$ cat src/rtl/dmux_merge4.sv
`timescale 1ns/1ps
`default_nettype none
// ---------------------------------------------------------------------------
// dmux_merge4 : round-robin 4-to-1 lane merger that tags each word with its source select code
// Revision    : 1.0
// ---------------------------------------------------------------------------
module dmux_merge4 #(
  parameter int N  = 98,
  parameter int CW = 16
) (
  input  logic          CLK,
  input  logic          RST,
  input  logic [N-1:0]  INA,
  input  logic [N-1:0]  INB,
  input  logic [N-1:0]  INC,
  input  logic [N-1:0]  IND,
  input  logic          VALIDA,
  input  logic          VALIDB,
  input  logic          VALIDC,
  input  logic          VALIDD,
  output logic          READYA,
  output logic          READYB,
  output logic          READYC,
  output logic          READYD,
  output logic [N-1:0]  OUT,
  output logic          S1,
  output logic          S2,
  output logic          OUT_VALID,
  input  logic          OUT_READY,
  output logic [CW-1:0] CNT
);

  typedef enum logic {
    ST_EMPTY = 1'b0,
    ST_FULL  = 1'b1
  } state_t;

  state_t       state;
  logic [1:0]   last;
  logic [3:0]   valid_vec;
  logic [3:0]   ready_vec;
  logic         load;
  logic         grant_valid;
  logic [1:0]   grant;
  logic [1:0]   idx;
  logic [N-1:0] sel_data;
  logic         xfer;

  assign valid_vec = {VALIDD, VALIDC, VALIDB, VALIDA};
  assign load      = (state == ST_EMPTY) || OUT_READY;

  // Search starts just after the last granted lane, so the most recent winner has lowest priority.
  always_comb begin
    grant_valid = 1'b0;
    grant       = 2'd0;
    idx         = 2'd0;
    for (int k = 1; k <= 4; k++) begin
      idx = last + 2'(k);
      if (!grant_valid && valid_vec[idx]) begin
        grant_valid = 1'b1;
        grant       = idx;
      end
    end
  end

  always_comb begin
    ready_vec = 4'b0000;
    if (!RST && load && grant_valid) begin
      ready_vec[grant] = 1'b1;
    end
  end

  assign READYA = ready_vec[0];
  assign READYB = ready_vec[1];
  assign READYC = ready_vec[2];
  assign READYD = ready_vec[3];

  assign xfer = |(ready_vec & valid_vec);

  always_comb begin
    sel_data = INA;
    case (grant)
      2'd0:    sel_data = INA;
      2'd1:    sel_data = INB;
      2'd2:    sel_data = INC;
      default: sel_data = IND;
    endcase
  end

  always_ff @(posedge CLK) begin
    if (RST) begin
      state     <= ST_EMPTY;
      OUT       <= '0;
      S1        <= 1'b0;
      S2        <= 1'b0;
      OUT_VALID <= 1'b0;
      CNT       <= '0;
      last      <= 2'd3;
    end else begin
      case (state)
        ST_EMPTY: begin
          if (xfer) begin
            state <= ST_FULL;
          end
        end
        default: begin
          if (!xfer && OUT_READY) begin
            state <= ST_EMPTY;
          end
        end
      endcase

      if (xfer) begin
        OUT       <= sel_data;
        S1        <= grant[0];
        S2        <= grant[1];
        OUT_VALID <= 1'b1;
        last      <= grant;
        CNT       <= CNT + CW'(1);
      end else if (OUT_VALID && OUT_READY) begin
        // Drain keeps the last data/tag visible; only the valid flag drops.
        OUT_VALID <= 1'b0;
      end
    end
  end

endmodule
`default_nettype wire

$ cat config.mk
export PLATFORM = sky130hd
export DESIGN_NAME = dmux_merge4
export DESIGN_NICKNAME = d
export VERILOG_FILES = /design/src/rtl/dmux_merge4.sv
export SDC_FILE = /design/constraint.sdc
export NUM_CORES = 1
export LEC_CHECK = 0
export ABC_AREA = 0
export CAP_MARGIN = 10
export CORE_AREA = 4 4 199 201
export CTS_CLUSTER_SIZE = 10
export DETAILED_ROUTE_END_ITERATION = 10
export DIE_AREA = 0 0 203 205
export GPL_ROUTABILITY_DRIVEN = 1
export HOLD_SLACK_MARGIN = 0.12
export PLACE_DENSITY = 0.48
export SLEW_MARGIN = 15
export SYNTH_ARGS = -nofsm -noshare
export SYNTH_HDL_FRONTEND = slang
export SYNTH_SLANG_ARGS = --single-unit
$ cat constraint.sdc
create_clock -name CLK -period 3.8 [get_ports CLK]
set_clock_uncertainty 0.05 [all_clocks]
set_input_delay 0.76 -clock CLK [delete_from_list [all_inputs] [get_ports CLK]]
set_output_delay 0.76 -clock CLK [all_outputs]
set_load 0.02 [all_outputs]
* After elaboration in Yosys (flattened, before gate mapping)
Index checks and enable logic that the tools add are counted.
Word-level totals: bits of input ports 399, output and inout bits 121, flip-flop bits (word level) 120, word-level logic and storage cells 63
Operators by class: order comparisons 6, equality and inequality tests 2, add/subtract/negate cells 4, bitwise logic cells 2, reduce and logical (&&, ||, !) cells 17, muxes and demuxes 25
Operators with widths (count):
- one-hot mux 98 bit (3 select lines) | 1
- adder 16 x 1 -> 16 bit, second input constant | 1
- less-than comparator 2 x 3 -> 1 bit, second input constant | 5
- two-way mux 1 bit | 14
- binary-select mux 1 bit (select 2 bit) | 4
- logical AND 1 bit | 8
- two-way mux 2 bit | 4
- zero test 1 bit | 5
- adder 2 bit, second input constant | 2
- AND 4 bit | 1
- two-way mux 4 bit | 1
- OR reduction 4 bit | 1
- adder 2 x 1 -> 2 bit, second input constant | 1
- demux 1 bit (select 2 bit) | 1
- equality test 2 x 1 -> 1 bit, second input constant | 1
- equality test 2 bit, second input constant | 1
- >= comparator 2 x 1 -> 1 bit, second input constant | 1
- zero test 2 bit | 1
- nonzero test 2 bit | 1
- logical OR 1 bit | 1
- inverter 1 bit | 1

* Longest topological paths before layout
depth in word-level cells 24, mapped depth 8, gate-level depth less buffers 6

* Worst setup path after synthesis
No wires, ideal clock.
kind input to output, from input VALIDD, to output READYA, data arrival time 2157 ps, slack 833 ps, cell stages on the path 6, path buffers 2, required time 2990 ps, cells stage by stage nor2b_1 -> o21ai_1 -> nand3_1 -> buf_2 -> buf_1 -> nor2_1
Between the ends: word-level cells in the longest chain between the ends 17, elaborated cells between the ends (all ways) 29, classes of those cells order compare: 2; mux: 19; reduce/logical: 8
RTL lines:
- start: declaration | line 20 | input logic VALIDD,
- binary-select mux 1 bit (select 2 bit) | line 59 | if (!grant_valid && valid_vec[idx]) begin
- two-way mux 1 bit (not written as such) | line 59
- two-way mux 1 bit | line 59
- zero test 1 bit | line 59
- logical AND 1 bit | line 59
- two-way mux 1 bit | line 59
- zero test 1 bit | line 59
- logical AND 1 bit | line 59
- two-way mux 1 bit | line 59
- zero test 1 bit | line 59
- logical AND 1 bit | line 59
- two-way mux 2 bit | line 59
- less-than comparator 2 x 3 -> 1 bit (not written as such) / >= comparator 2 x 1 -> 1 bit (equally long branches) | line 69 | ready_vec[grant] = 1'b1;
- logical AND 1 bit (not written as such) | line 69
- two-way mux 1 bit (not written as such) | line 69
- demux 1 bit (select 2 bit) | line 69
- two-way mux 4 bit (*) | line 68 | if (!RST && load && grant_valid) begin
- end: declaration | line 21 | output logic READYA,
Every way passes the cells marked *; elsewhere a longest branch is shown, timed or not. The select of a mux whose other input is x is not followed.

* Final worst setup path
from input VALIDD, to output READYC
Between the ends: word-level cells in the longest chain between the ends 17, elaborated cells between the ends (all ways) 29, classes of those cells order compare: 2; mux: 19; reduce/logical: 8
RTL lines:
- binary-select mux 1 bit (select 2 bit) | line 59
- two-way mux 1 bit (not written as such) | line 59
- two-way mux 1 bit | line 59
- zero test 1 bit | line 59
- logical AND 1 bit | line 59
- two-way mux 1 bit | line 59
- zero test 1 bit | line 59
- logical AND 1 bit | line 59
- two-way mux 1 bit | line 59
- zero test 1 bit | line 59
- logical AND 1 bit | line 59
- two-way mux 2 bit | line 59
- less-than comparator 2 x 3 -> 1 bit (not written as such) / >= comparator 2 x 1 -> 1 bit (equally long branches) | line 69
- logical AND 1 bit (not written as such) | line 69
- two-way mux 1 bit (not written as such) | line 69
- demux 1 bit (select 2 bit) | line 69
- two-way mux 4 bit (*) | line 68
- end: declaration | line 23 | output logic READYC,
Marks and branches as above.

==> results.md <==
* Worst min path class: register to register
* Pwr dens at 361 nW/um^2
* Fraction of layout cells with a size suffix above 1 at 0.110
* Slowest-stage cell, CP: clkdlybuf4s50_1
* Antenna violations before repair at 5
* Post-route minimum period at 3.58 ns
* R2R cell count at 7
* GRT Overall Usage at 0.198
* Area growth syn-to-layout at 82.0%
* Period utilization at 0.942
* FMAX at 279 MHz
* Rel. slew slack at 0.305
* Hold endpoint: S2$_SDFFE_PP0P_
* Total power at 5.11 mW
* Critical Path Source Type: input port
* Synth warn at 0
* Pin count of the biggest net entering global routing at 99
* Hold buffer count at cts at 0
* Number of global-route vias before repair at 9356
* CTS HTree Levels at 4
* Register bit total from synthesis at 120
* Top cells by area, synth: dfxtp_1, a211oi_2, mux2i_1
* Distinct cells, synth at 41
* Reg clk slew, reported paths at 0.06 ns
* Status: finished clean
* Reg2reg setup slack at 1.22 ns
* Routed vias at 8958
* Clock sink count at 120
* Cells after synthesis at 815
* Post-DP HPWL at 31.4 mm
* Vias per cell at 4.96
* Die X at 203 um
* Grt total ovfl at 0
* Max-Cap Viols at 0
* IO Count at 520
* DRT Pass-1 Iters at 5
* Crit path kind: input port to output port
* Syn avg cell area at 9.55 um^2
* Post-DR wirelength/cell at 24.1 um
* Worst Tran Pin Value at 1.04 ns
* Critical path peak fanout at 4
* Dominant synthesized flop cell: dfxtp_1
* Clock buffer depth at 2
* Maximum VDD drop at 0.225 mV
* Post-synth EDFFs at 0
* Crit path max-delay family: buffers and inverters
* CTS tree: built
* Worst hold margin at 0.419 ns
* Die area at 41600 um^2
* First DRT Iteration DRCs at 381
* Cell Area, Synth at 7780 um^2
* Clock Tree Root: clkbuf_16
* Hold wc startpoint: S2$_SDFFE_PP0P_
* Sequential element share of the synthesized area at 0.309
* Worst r2r dst: OUT[71]$_SDFFE_PP0P_
* Leakage at 5.21 nW
* Total negative slack at 0 ns
* CP Data Arrival Time at 2.77 ns
* List of most frequent post-synthesis cells: dfxtp_1, clkbuf_1, a211oi_1
* Total CTS buffers at 17
* Initial Util at 0.207
* Final hold violation count at 0
* Hold path cells at 2
* Number of remaining DRC errors at 0
* Critical Path Sink Type: output port
* Cell accounting for the most synthesized area: dfxtp_1
* Core area at 37600 um^2
* First-pass GRT wire length at 62.5 mm
* Async set-reset flop share out of synthesis at 0
* Syn nets at 1215
* Most frequent cell after synthesis: dfxtp_1
* Post-cts resize count at 0
* Pins Over Slew Limit at 0
* Post-route ant nets at 0
* R2r startpoint: last[0]$_SDFFE_PP1P_
* Synth top area share at 0.309
* Unrepaired setup endpoints after global routing: no
* Buf+Inv Stages, Crit Path at 2
* Standard-cell rows at 71
* Delay of the slowest cell on the worst path at 0.63 ns
* Skew-Pair Late Insertion Delay at 0.43 ns
* Crit path top cell by count: clkdlybuf4s50_1
* # port buffers at 519
* # Post-CTS Setup Buffers at 0
* Total detailed-routing wirelength at 43.6 mm
* Nets at 1676
* Final Setup Violations at 0
* Crit path required time at 2.99 ns
* Gpl congestion at 0.810
* CP Cell Sequence: clkdlybuf4s50_1, nor2b_1, o211a_1, nand2_4, nor2_1, clkdlybuf4s50_1
* Die height at 205 um
metrics by stage:
step	setup slack, ns	util	area [um^2]	instances
after global placement	0.205	0.359	13500	1768
final	0.219	0.377	14200	1805
after global routing	0.141	0.377	14200	1805
after floorplan	0.833	-	7780	815
after CTS	0.214	0.376	14100	1800
after detailed placement	0.218	0.359	13500	1768
tightest hold or removal path: stages, from the launching register on:
cell and delay (ns):
dfxtp_1 0.31, nand2_1 0.06, a21oi_1 0.06
area by class of cell:
cell class | instances | area [um^2]
flip-flops and latches | 120 | 2400
clock buffers | 22 | 494
diodes | 5 | 12.5
fillers | 3808 | 23400
inverters | 2 | 7.51
well taps | 511 | 639
clock inverters | 10 | 165
repair buffers | 545 | 5470
multi-input cells | 590 | 4970
registers in the layout, summed over array words and instances, names as in the netlist:
| register | cells |
|---|---|
| S2 | 1 |
| OUT | 98 |
| last | 2 |
| CNT | 16 |
| S1 | 1 |
| OUT_VALID | 1 |
| state | 1 |
cell usage in the layout (no fill, tap or decap), drive strengths merged, types with 2 or more instances in the layout:
| cell | Yosys | layout |
|---|---|---|
| dfxtp | 120 | 120 |
| o21a | 2 | 2 |
| nand2b | 4 | 4 |
| nand2 | 9 | 9 |
| buf | 25 | 29 |
| a221o | 35 | 35 |
| nor3 | 3 | 3 |
| inv | 2 | 2 |
| diode | 0 | 5 |
| o21ai | 3 | 3 |
| mux2 | 35 | 35 |
| o21bai | 64 | 64 |
| xor2 | 14 | 14 |
| bufinv | 0 | 4 |
| clkinv | 0 | 3 |
| nor2 | 28 | 28 |
| clkdlybuf4s50 | 0 | 516 |
| nand4 | 41 | 41 |
| and4 | 65 | 65 |
| o31ai | 35 | 35 |
| a21oi | 41 | 41 |
| and3 | 3 | 3 |
| mux2i | 63 | 63 |
| nand3 | 7 | 7 |
| clkbuf | 78 | 22 |
| clkinvlp | 0 | 3 |
| nor2b | 3 | 3 |
| a211oi | 126 | 126 |
report_power, final:
| group | internal (mW) | switching [mW] |
|---|---|---|
| Clock | 1.19 | 0.661 |
| Sequential | 1.40 | 0.0819 |
| Combinational | 0.931 | 0.855 |
kinds of logic (layout without fill, tap and decap cells):
group | Yosys count | in the layout | synth area share
adders and majority gates | 1 | 1 | 0.00161
xor gates and xnor gates | 15 | 15 | 0.0169
buffers and inverters | 105 | 579 | 0.0626
muxes | 98 | 98 | 0.132
other | 0 | 5 | 0
and+or+nand+nor | 168 | 168 | 0.146
AOI/OAI and AO/OA | 308 | 308 | 0.332
DFF | 120 | 120 | 0.309
routing by layer:
metal	GRT usage	vias to the layer above	share of wire
met2	0.341	391	0.49
met4	0.0696	0	0.022
met5	0	-	0
met1	0.233	4330	0.41
met3	0.0632	43	0.080
li1	-	4194	-
worst max-delay path by stage:
| stage | slack, ns | cells after the start | endpoint | from |
|---|---|---|---|---|
| floorplan | 0.83 | 6 | READYA | VALIDD |
| finish | 0.22 | 6 | READYC | VALIDD |
| global placement | 0.20 | 6 | READYC | VALIDD |
| global route | 0.14 | 6 | READYC | VALIDD |
| CTS | 0.21 | 6 | READYC | VALIDD |
| detailed placement | 0.22 | 6 | READYC | VALIDD |
Note: power is estimated with default switching activity, not from simulation.
